## src/rtl/seg_disp_ctrl.sv

```systemverilog
// seg_disp_ctrl: signed value -> shift-add-3 BCD -> muxed 7-seg scan.
// Ports: clk, rst_n, data_in/point_in/data_valid/data_ready in, seg_sel/seg_led/en/sign/overflow/busy out.
// Optional: define SEG_LZB_EN for leading-zero blanking.
module seg_disp_ctrl #(
  parameter int DATA_W   = 20,
  parameter int NUM_DIG  = 6,
  parameter int SCAN_DIV = 5000
) (
  input  logic               clk,
  input  logic               rst_n,
  input  logic [DATA_W-1:0]  data_in,
  input  logic [NUM_DIG-1:0] point_in,
  input  logic               data_valid,
  output logic               data_ready,
  output logic [NUM_DIG-1:0] seg_sel,
  output logic [7:0]         seg_led,
  output logic               en,
  output logic               sign,
  output logic               overflow,
  output logic               busy
);

  localparam int NIB = (DATA_W * 121 + 399) / 400 + 1;
  localparam int NB  = (NIB > NUM_DIG) ? NIB : NUM_DIG;
  localparam int BW  = NB * 4;
  localparam int CW  = $clog2(DATA_W + 1);
  localparam int SW  = (SCAN_DIV > 1) ? $clog2(SCAN_DIV) : 1;
  localparam int IW  = (NUM_DIG > 1) ? $clog2(NUM_DIG) : 1;

  typedef enum logic [1:0] {IDLE, CONV, COMMIT} state_t;

  state_t state_q, state_d;

  logic               live_q;
  logic               accept;
  logic               last;
  logic [CW-1:0]      cnt_q;
  logic [BW-1:0]      bcd_q;
  logic [BW-1:0]      bcd_adj;
  logic               spill_q;
  logic [DATA_W-1:0]  mag_q;
  logic [DATA_W-1:0]  mag_in;
  logic [NUM_DIG-1:0] pt_q;
  logic               neg_q;
  logic               ovf_c;

  logic [NUM_DIG*4-1:0] dbcd_q;
  logic [NUM_DIG-1:0]   dpt_q;
  logic                 en_q;
  logic                 sign_q;
  logic                 ovf_q;

  logic [SW-1:0] scan_q;
  logic [IW-1:0] idx_q;
  logic [3:0]    cur;
  logic          keep;

  function automatic logic [6:0] glyph(input logic [3:0] d);
    unique case (d)
      4'd0:    glyph = 7'h40;
      4'd1:    glyph = 7'h79;
      4'd2:    glyph = 7'h24;
      4'd3:    glyph = 7'h30;
      4'd4:    glyph = 7'h19;
      4'd5:    glyph = 7'h12;
      4'd6:    glyph = 7'h02;
      4'd7:    glyph = 7'h78;
      4'd8:    glyph = 7'h00;
      4'd9:    glyph = 7'h10;
      default: glyph = 7'h7F;
    endcase
  endfunction

  always_ff @(posedge clk or negedge rst_n) begin
    if (!rst_n) state_q <= IDLE;
    else        state_q <= state_d;
  end

  always_comb begin
    state_d = state_q;
    unique case (state_q)
      IDLE:    if (accept) state_d = CONV;
      CONV:    if (last) state_d = COMMIT;
      COMMIT:  state_d = IDLE;
      default: state_d = IDLE;
    endcase
  end

  always_comb begin
    data_ready = live_q && (state_q == IDLE);
    busy       = (state_q == CONV);
    accept     = data_valid && data_ready;
    last       = (cnt_q == CW'(DATA_W - 1));
  end

  // -MIN wraps to itself, which read unsigned is exactly 2^(DATA_W-1)
  assign mag_in = data_in[DATA_W-1] ? -data_in : data_in;

  always_comb begin
    bcd_adj = '0;
    for (int i = 0; i < NB; i++) begin
      if (bcd_q[i*4 +: 4] >= 4'd5)
        bcd_adj[i*4 +: 4] = bcd_q[i*4 +: 4] + 4'd3;
      else
        bcd_adj[i*4 +: 4] = bcd_q[i*4 +: 4];
    end
  end

  // spill_q keeps a carry out of the top nibble from vanishing
  assign ovf_c = spill_q || (|(bcd_q >> (NUM_DIG * 4)));

  always_ff @(posedge clk or negedge rst_n) begin
    if (!rst_n) begin
      live_q  <= 1'b0;
      cnt_q   <= '0;
      bcd_q   <= '0;
      spill_q <= 1'b0;
      mag_q   <= '0;
      pt_q    <= '0;
      neg_q   <= 1'b0;
      dbcd_q  <= '0;
      dpt_q   <= '0;
      en_q    <= 1'b0;
      sign_q  <= 1'b0;
      ovf_q   <= 1'b0;
    end else begin
      live_q <= 1'b1;
      if (accept) begin
        cnt_q   <= '0;
        bcd_q   <= '0;
        spill_q <= 1'b0;
        mag_q   <= mag_in;
        pt_q    <= point_in;
        neg_q   <= data_in[DATA_W-1];
      end else if (state_q == CONV) begin
        cnt_q   <= cnt_q + CW'(1);
        bcd_q   <= {bcd_adj[BW-2:0], mag_q[DATA_W-1]};
        spill_q <= spill_q | bcd_adj[BW-1];
        mag_q   <= {mag_q[DATA_W-2:0], 1'b0};
      end else if (state_q == COMMIT) begin
        dbcd_q <= bcd_q[NUM_DIG*4-1:0];
        dpt_q  <= pt_q;
        sign_q <= neg_q;
        ovf_q  <= ovf_c;
        en_q   <= 1'b1;
      end
    end
  end

  always_ff @(posedge clk or negedge rst_n) begin
    if (!rst_n) begin
      scan_q <= '0;
      idx_q  <= '0;
    end else if (scan_q == SW'(SCAN_DIV - 1)) begin
      scan_q <= '0;
      if (idx_q == IW'(NUM_DIG - 1)) idx_q <= '0;
      else                           idx_q <= idx_q + IW'(1);
    end else begin
      scan_q <= scan_q + SW'(1);
    end
  end

  assign cur = dbcd_q[{idx_q, 2'b00} +: 4];

  always_comb begin
`ifdef SEG_LZB_EN
    keep = (idx_q == '0);
    for (int j = 0; j < NUM_DIG; j++) begin
      if (IW'(j) >= idx_q && (dbcd_q[j*4 +: 4] != 4'd0 || dpt_q[j]))
        keep = 1'b1;
    end
`else
    keep = 1'b1;
`endif
  end

  always_comb begin
    seg_sel = '1;
    seg_led = 8'hFF;
    if (en_q) begin
      seg_sel[idx_q] = 1'b0;
      if (ovf_q)     seg_led = 8'hBF;
      else if (keep) seg_led = {~dpt_q[idx_q], glyph(cur)};
    end
  end

  assign en       = en_q;
  assign sign     = sign_q;
  assign overflow = ovf_q;

endmodule
```

## config.mk

```make
export PLATFORM = sky130hd
export DESIGN_NAME = seg_disp_ctrl
export DESIGN_NICKNAME = d
export VERILOG_FILES = /design/src/rtl/seg_disp_ctrl.sv
export SDC_FILE = /design/constraint.sdc
export NUM_CORES = 1
export LEC_CHECK = 0
export BUFFER_PORTS_ARGS = -buffer_cell sky130_fd_sc_hd__buf_4
export CORE_UTILIZATION = 50
export CTS_CLUSTER_SIZE = 30
export DETAILED_ROUTE_END_ITERATION = 10
export PLACE_DENSITY_LB_ADDON = 0.25
export SETUP_SLACK_MARGIN = 0.15
export SYNTH_ARGS = -nofsm -noshare
export SYNTH_HDL_FRONTEND = slang
export SYNTH_SLANG_ARGS = --single-unit
export TNS_END_PERCENT = 1
```

## constraint.sdc

```tcl
create_clock -name clk -period 3 [get_ports clk]
set_clock_uncertainty 0.05 [all_clocks]
set_input_delay 0.6 -clock clk [delete_from_list [all_inputs] [get_ports clk]]
set_output_delay 0.6 -clock clk [all_outputs]
set_load 0.005 [all_outputs]
```

# --- Word level (Yosys, flattened, before mapping) ---
# Memories as Yosys holds them, arrays and structs flattened.
# Index checks and enable logic that the tools add are counted.
# Widths: inputs -> output; s select.
op_classes:
  addsub: 12
  magnitude_cmp: 10
  eq_ne: 7
  shifts: 1
  n_mux: 29
  reduce_logical: 9
  n_bitwise: 5
op_table:
  columns: ["operator", "n"]
  rows:
  - ["$mux 32", 2]
  - ["$mux 20", 3]
  - ["$add 4x2->4 const B", 8]
  - ["$ge 4x3->1 const B", 8]
  - ["$mux 4", 8]
  - ["$shiftx 24x6->4", 1]
  - ["$neg 20->20", 1]
  - ["$mux 8", 2]
  - ["$add 13x1->13 const B", 1]
  - ["$eq 13x13->1 const B", 1]
  - ["$mux 13", 1]
  - ["$mux 5", 2]
  - ["$reduce_or 8->1", 1]
  - ["$mux 6", 1]
  - ["$not 6->6", 1]
  - ["$add 5x1->5 const B", 1]
  - ["$eq 5x5->1 const B", 1]
  - ["$lt 3x4->1 const B", 1]
  - ["$mux 1", 4]
  - ["$mux 2", 2]
  - ["$pmux 2 s2", 1]
  - ["$add 3x1->3 const B", 1]
  - ["$bmux 1 s3", 1]
  - ["$demux 1 s3", 1]
  - ["15 further kinds", 19]
word_totals:
  mem_bits_ro: 112
  register_bits: 117
  elab_cells: 89
  output_inout_bits: 19
  mem_count: 1
  input_bits: 29
mem_list:
  columns: ["name", "words", "word_bits", "rd", "rd_clocked_by_memory_dff", "wr", "line", "source"]
  rows:
  - ["(name not given)", 16, 7, 1, 0, 0, "59", "unique case (d)"]

# --- Longest topological paths before layout ---
logic_depth:
  depth_word: 6
  mapped_depth: 9
  depth_no_buf: 8

# --- Least setup slack after synthesis ---
# No wires, ideal clock.
synth_timing:
  path_type: "reg2out"
  startpoint: "register idx_q[0]"
  endpoint: "output seg_led[6]"
  n_path_buf: 2
  path_stages_with_launch: 10
  path_slack_ns: 0.413
  required_time_ns: 2.350
  arrival_ns: 1.937
  cell_sequence: "dfrtp_1 -> buf_2 -> buf_4 -> mux2i_1 -> o22ai_1 -> a21oi_1 -> inv_1 -> ha_1 -> o31ai_1 -> o21ai_0"
synth_via:
  elab_chain_cells: 4
synth_rtl:
  columns: ["element", "line", "source"]
  rows:
  - ["start: declaration", "54", "logic [IW-1:0] idx_q;"]
  - ["start signal: assignment", "157", "else idx_q <= idx_q + IW'(1);"]
  - ["$shiftx 24x6->4", "163", "assign cur = dbcd_q[{idx_q, 2'b00} +: 4];"]
  - ["$mem_v2 16x7", null, null]
  - ["$mux 8", "182", "if (ovf_q) seg_led = 8'hBF;"]
  - ["$mux 8", "180", "if (en_q) begin"]
  - ["end: declaration", "16", "output logic [7:0] seg_led,"]
# Every way passes these cells.

# --- Final worst setup path ---
layout_timing:
  startpoint: "register idx_q[0]"
  endpoint: "output seg_led[3]"
# The elaborated chain is that of the path after synthesis.

==> metrics.csv <==
stage,metric,value,unit
detailed_routing,drt-pass1-iter-count,4,
clock_tree,htree_levels,4,
setup_path,slowest_stage,dfrtp_1,
synthesis,synth_edf_count,0,
final_layout,drive_gt1_frac,0.256,
outcome,status,"finished, final reports clean",
timing,fin_setup_tns,0,ps
timing,max_slew.worst_pin.slew,609,ps
setup_path,cp.arrival,2310,ps
synthesis,seq_area_frac_synth,0.472,
job,cap_viol_max_count,0,
detailed_routing,drt-vias-per-instance,5.60,
detailed_routing,num_vias,4704,
floorplan,core_region_area,0.0121,mm²
timing,rsz0062_at_grt,yes,
timing,period_share,0.987,
timing,slew_viol_final,0,
timing,period_minus_slack,2960,ps
clock_tree,cts_hold_buf,0,
clock_tree,cts.sinks,117,
detailed_routing,wl,12.8,mm
timing,slew-limit-headroom,0.594,
global_route,grt_pass1_vias,4683,
clock_tree,root_buffer,clkbuf_16,
detailed_routing,drt_iter0_markers,264,
setup_path,crit_type,reg2out,
place,globalplace.congestion,0.883,
synthesis,synth_nets,650,
timing,finalSetupViolCount,0,
setup_path,critical_path.top_delay_family,buffers and inverters,
place,dp_hpwl,8.71,mm
floorplan,die-area,0.0129,mm²
global_route,grt_pass1_wl,21.9,mm
clock_tree,cts_buffers,17,
floorplan,die_w,113,µm
synthesis,synth_flop_cell,dfrtp_1,
final_layout,nets,715,
detailed_routing,wl_per_cell,15.3,µm
setup_path,path_buf_inv,4,
setup_path,crit_fanout,5,
clock_tree,clk-insertion-delay-late,410,ps
clock_tree,clk_pin_slew_worst_paths,60,ps
setup_path,end_kind,output pin,
synthesis,ys_async_sr_fraction,1.00,
floorplan,initial_core_util,0.515,
power_and_ir_drop,power_density,891,mW/mm²
clock_tree,cts_tree,yes,
synthesis,syn_area,0.00621,mm²
synthesis,ys_warn_count,0,
setup_path,cp_data_required_time,2350,ps
floorplan,die-height,113,µm
global_route,grt_overflow_total,0,
detailed_routing,drtAntennaViolNets,0,
timing,max_freq,338,MHz
final_layout,n_fill_cell,962,
setup_path,crit_path_cell_trace,"buf_4, mux2i_1, o22a_2, nand2_4, inv_4, ha_4, inv_1, mux2i_1, a22oi_1, buf_4",
final_layout,area.growth.synth_to_final,21.7,%
power_and_ir_drop,power_leakage,3.37,nW
synthesis,ys_types,53,
final_layout,n_antenna_cell,0,
synthesis,syn_area_per_cell,10.5,µm²
setup_path,max_stage_delay,420,ps
clock_tree,clk_path_buf_depth,2,
global_route,grt_max_degree,49,
power_and_ir_drop,total_power,6.73,mW
setup_path,critPathLaunchType,flop,
synthesis,synth_seq_cells,117,
global_route,grt_use_total,0.216,
detailed_routing,drc,0,
timing,hold_violations,0,
floorplan,rows,40,
floorplan,ios,48,
worst_hold_path,hold_class,in2async,
global_route,antenna_found_initial,0,
place,port_buffers,47,
synthesis,synthCells,594,
power_and_ir_drop,peakVddDrop,0.495,mV
[power breakdown]
part | switching [mW] | leakage (nW) | internal [mW]
registers | 0.402 | 1.49 | 2.07
logic | 1.18 | 1.59 | 0.986
clock network | 0.705 | 0.289 | 1.38
total | 2.29 | 3.37 | 4.45
[cell type report]
cell class | count | area [µm²] | share of cell area
multi-input cells | 423 | 3130 | 0.415
flip-flops and latches | 117 | 2930 | 0.388
repair buffers | 73 | 564 | 0.0747
clock buffers | 19 | 433 | 0.0573
well taps | 168 | 210 | 0.0278
clock inverters | 13 | 183 | 0.0242
inverters | 27 | 104 | 0.0137
[per-stage QoR]
stage / instance area [µm²] / utilization / cells / setup WS (ps) / hold WS [ps]
floorplan: 6210 / - / 594 / 413 / 254
global placement: 6760 / 0.561 / 797 / 338 / 389
detailed placement: 6760 / 0.561 / 797 / 212 / 399
CTS: 7490 / 0.621 / 837 / 59.7 / 166
global route: 7560 / 0.626 / 840 / -74.8 / 181
finish: 7560 / 0.626 / 840 / 40.0 / 147
[what timing repair did]
item,CTS,global route
setup endpoints to repair,7,7
gates resized for setup,15,11
setup buffers,7,3
pin swaps,3,5
hold endpoints to repair,0,0
cloned,1,0
[metal layers]
metal	GRT usage	vias up	routed length, µm
met4	0.0860	0	176
met5	0	-	0
li1	-	2261	-
met1	0.273	2310	5880
met2	0.354	116	6280
met3	0.0579	17	499
[cells in the final DEF, fill, tap and decap left out, types with 3 or more instances in the layout]
cell type,Yosys,final
clkinv_2,0,3
nor3_1,6,4
nand2_1,52,50
ha_1,27,25
clkbuf_16,0,17
o22ai_1,13,12
nor2_1,28,26
and2_1,5,5
mux2i_1,15,12
o21ai_0,39,39
o31ai_1,15,15
a21oi_1,25,23
nor2b_1,10,8
mux2i_2,0,3
nand4_1,5,5
o32ai_1,5,5
nand3_1,15,15
xnor2_1,15,15
o41ai_1,4,4
a22oi_1,17,17
clkinvlp_4,0,4
mux2_2,38,38
inv_1,26,25
buf_4,1,71
o21ai_1,3,3
dfrtp_1,117,116
nand2b_1,11,10
xor2_1,28,28
bufinv_16,0,4
a32o_1,8,8
o211ai_1,4,4
and3_1,8,8
[flip-flops by register name, summed over array words and instances, names as in the netlist]
name	count
sign	1
overflow	1
en	1
neg_q	1
live_q	1
state_q	2
spill_q	1
idx_q	3
scan_q	13
dpt_q	6
bcd_q	32
cnt_q	5
pt_q	6
mag_q	20
dbcd_q	24
[logic make-up (layout without fill, tap and decap cells)]
logic type | count (synthesis) | in the layout | share of synthesized area
AO/OA/AOI/OAI | 139 | 139 | 0.147
XOR/XNOR | 43 | 43 | 0.0607
adder cells (fa/ha/maj) | 27 | 27 | 0.0544
buffers and inverters | 54 | 132 | 0.0385
flip-flops | 117 | 117 | 0.472
multiplexers | 54 | 54 | 0.0967
other | 1 | 1 | 0.000604
AND/OR/NAND/NOR | 159 | 159 | 0.131
[worst paths after layout]
path	slack, ps	start	depth (start not counted)	to
setup / recovery	40	idx_q[0]	10	seg_led[3]
hold / removal	150	rst_n	1	dbcd_q[19]
setup reg to reg	1060	state_q[1]	6	cnt_q[3]
hold reg to reg	400	scan_q[0]	1	scan_q[0]
max in group asynchronous	2060	rst_n	2	cnt_q[4]
min in group clk	330	point_in[0]	3	pt_q[0]
[synthesized netlist by cell type, types with 2 or more instances]
library cell | instances | area (µm²)
a21oi_1 | 25 | 125
or3_1 | 2 | 12.5
inv_1 | 26 | 97.6
nand2b_1 | 11 | 68.8
o21ai_0 | 39 | 195
o21ai_1 | 3 | 15.0
nand4_1 | 5 | 31.3
a32o_1 | 8 | 80.1
nor4b_1 | 2 | 17.5
and4_1 | 2 | 17.5
dfrtp_1 | 117 | 2930
o41ai_1 | 4 | 35.0
nand3_1 | 15 | 75.1
o22a_1 | 2 | 17.5
nor3b_1 | 2 | 15.0
ha_1 | 27 | 338
clkbuf_1 | 18 | 67.6
mux2_2 | 38 | 428
or2_2 | 2 | 12.5
clkbuf_8 | 3 | 41.3
and2_1 | 5 | 31.3
nor2_1 | 28 | 105
o31ai_1 | 15 | 113
buf_2 | 2 | 10.0
mux2i_1 | 15 | 150
nand2_1 | 52 | 195
xnor2_1 | 15 | 131
o211ai_1 | 4 | 30.0
and3_1 | 8 | 50.1
o32ai_1 | 5 | 43.8
o22ai_1 | 13 | 81.3
xor2_1 | 28 | 245
buf_1 | 3 | 11.3
a22oi_1 | 17 | 128
nor3_1 | 6 | 30.0
nor2b_1 | 10 | 62.6
Power figures use the tool's default switching activity.
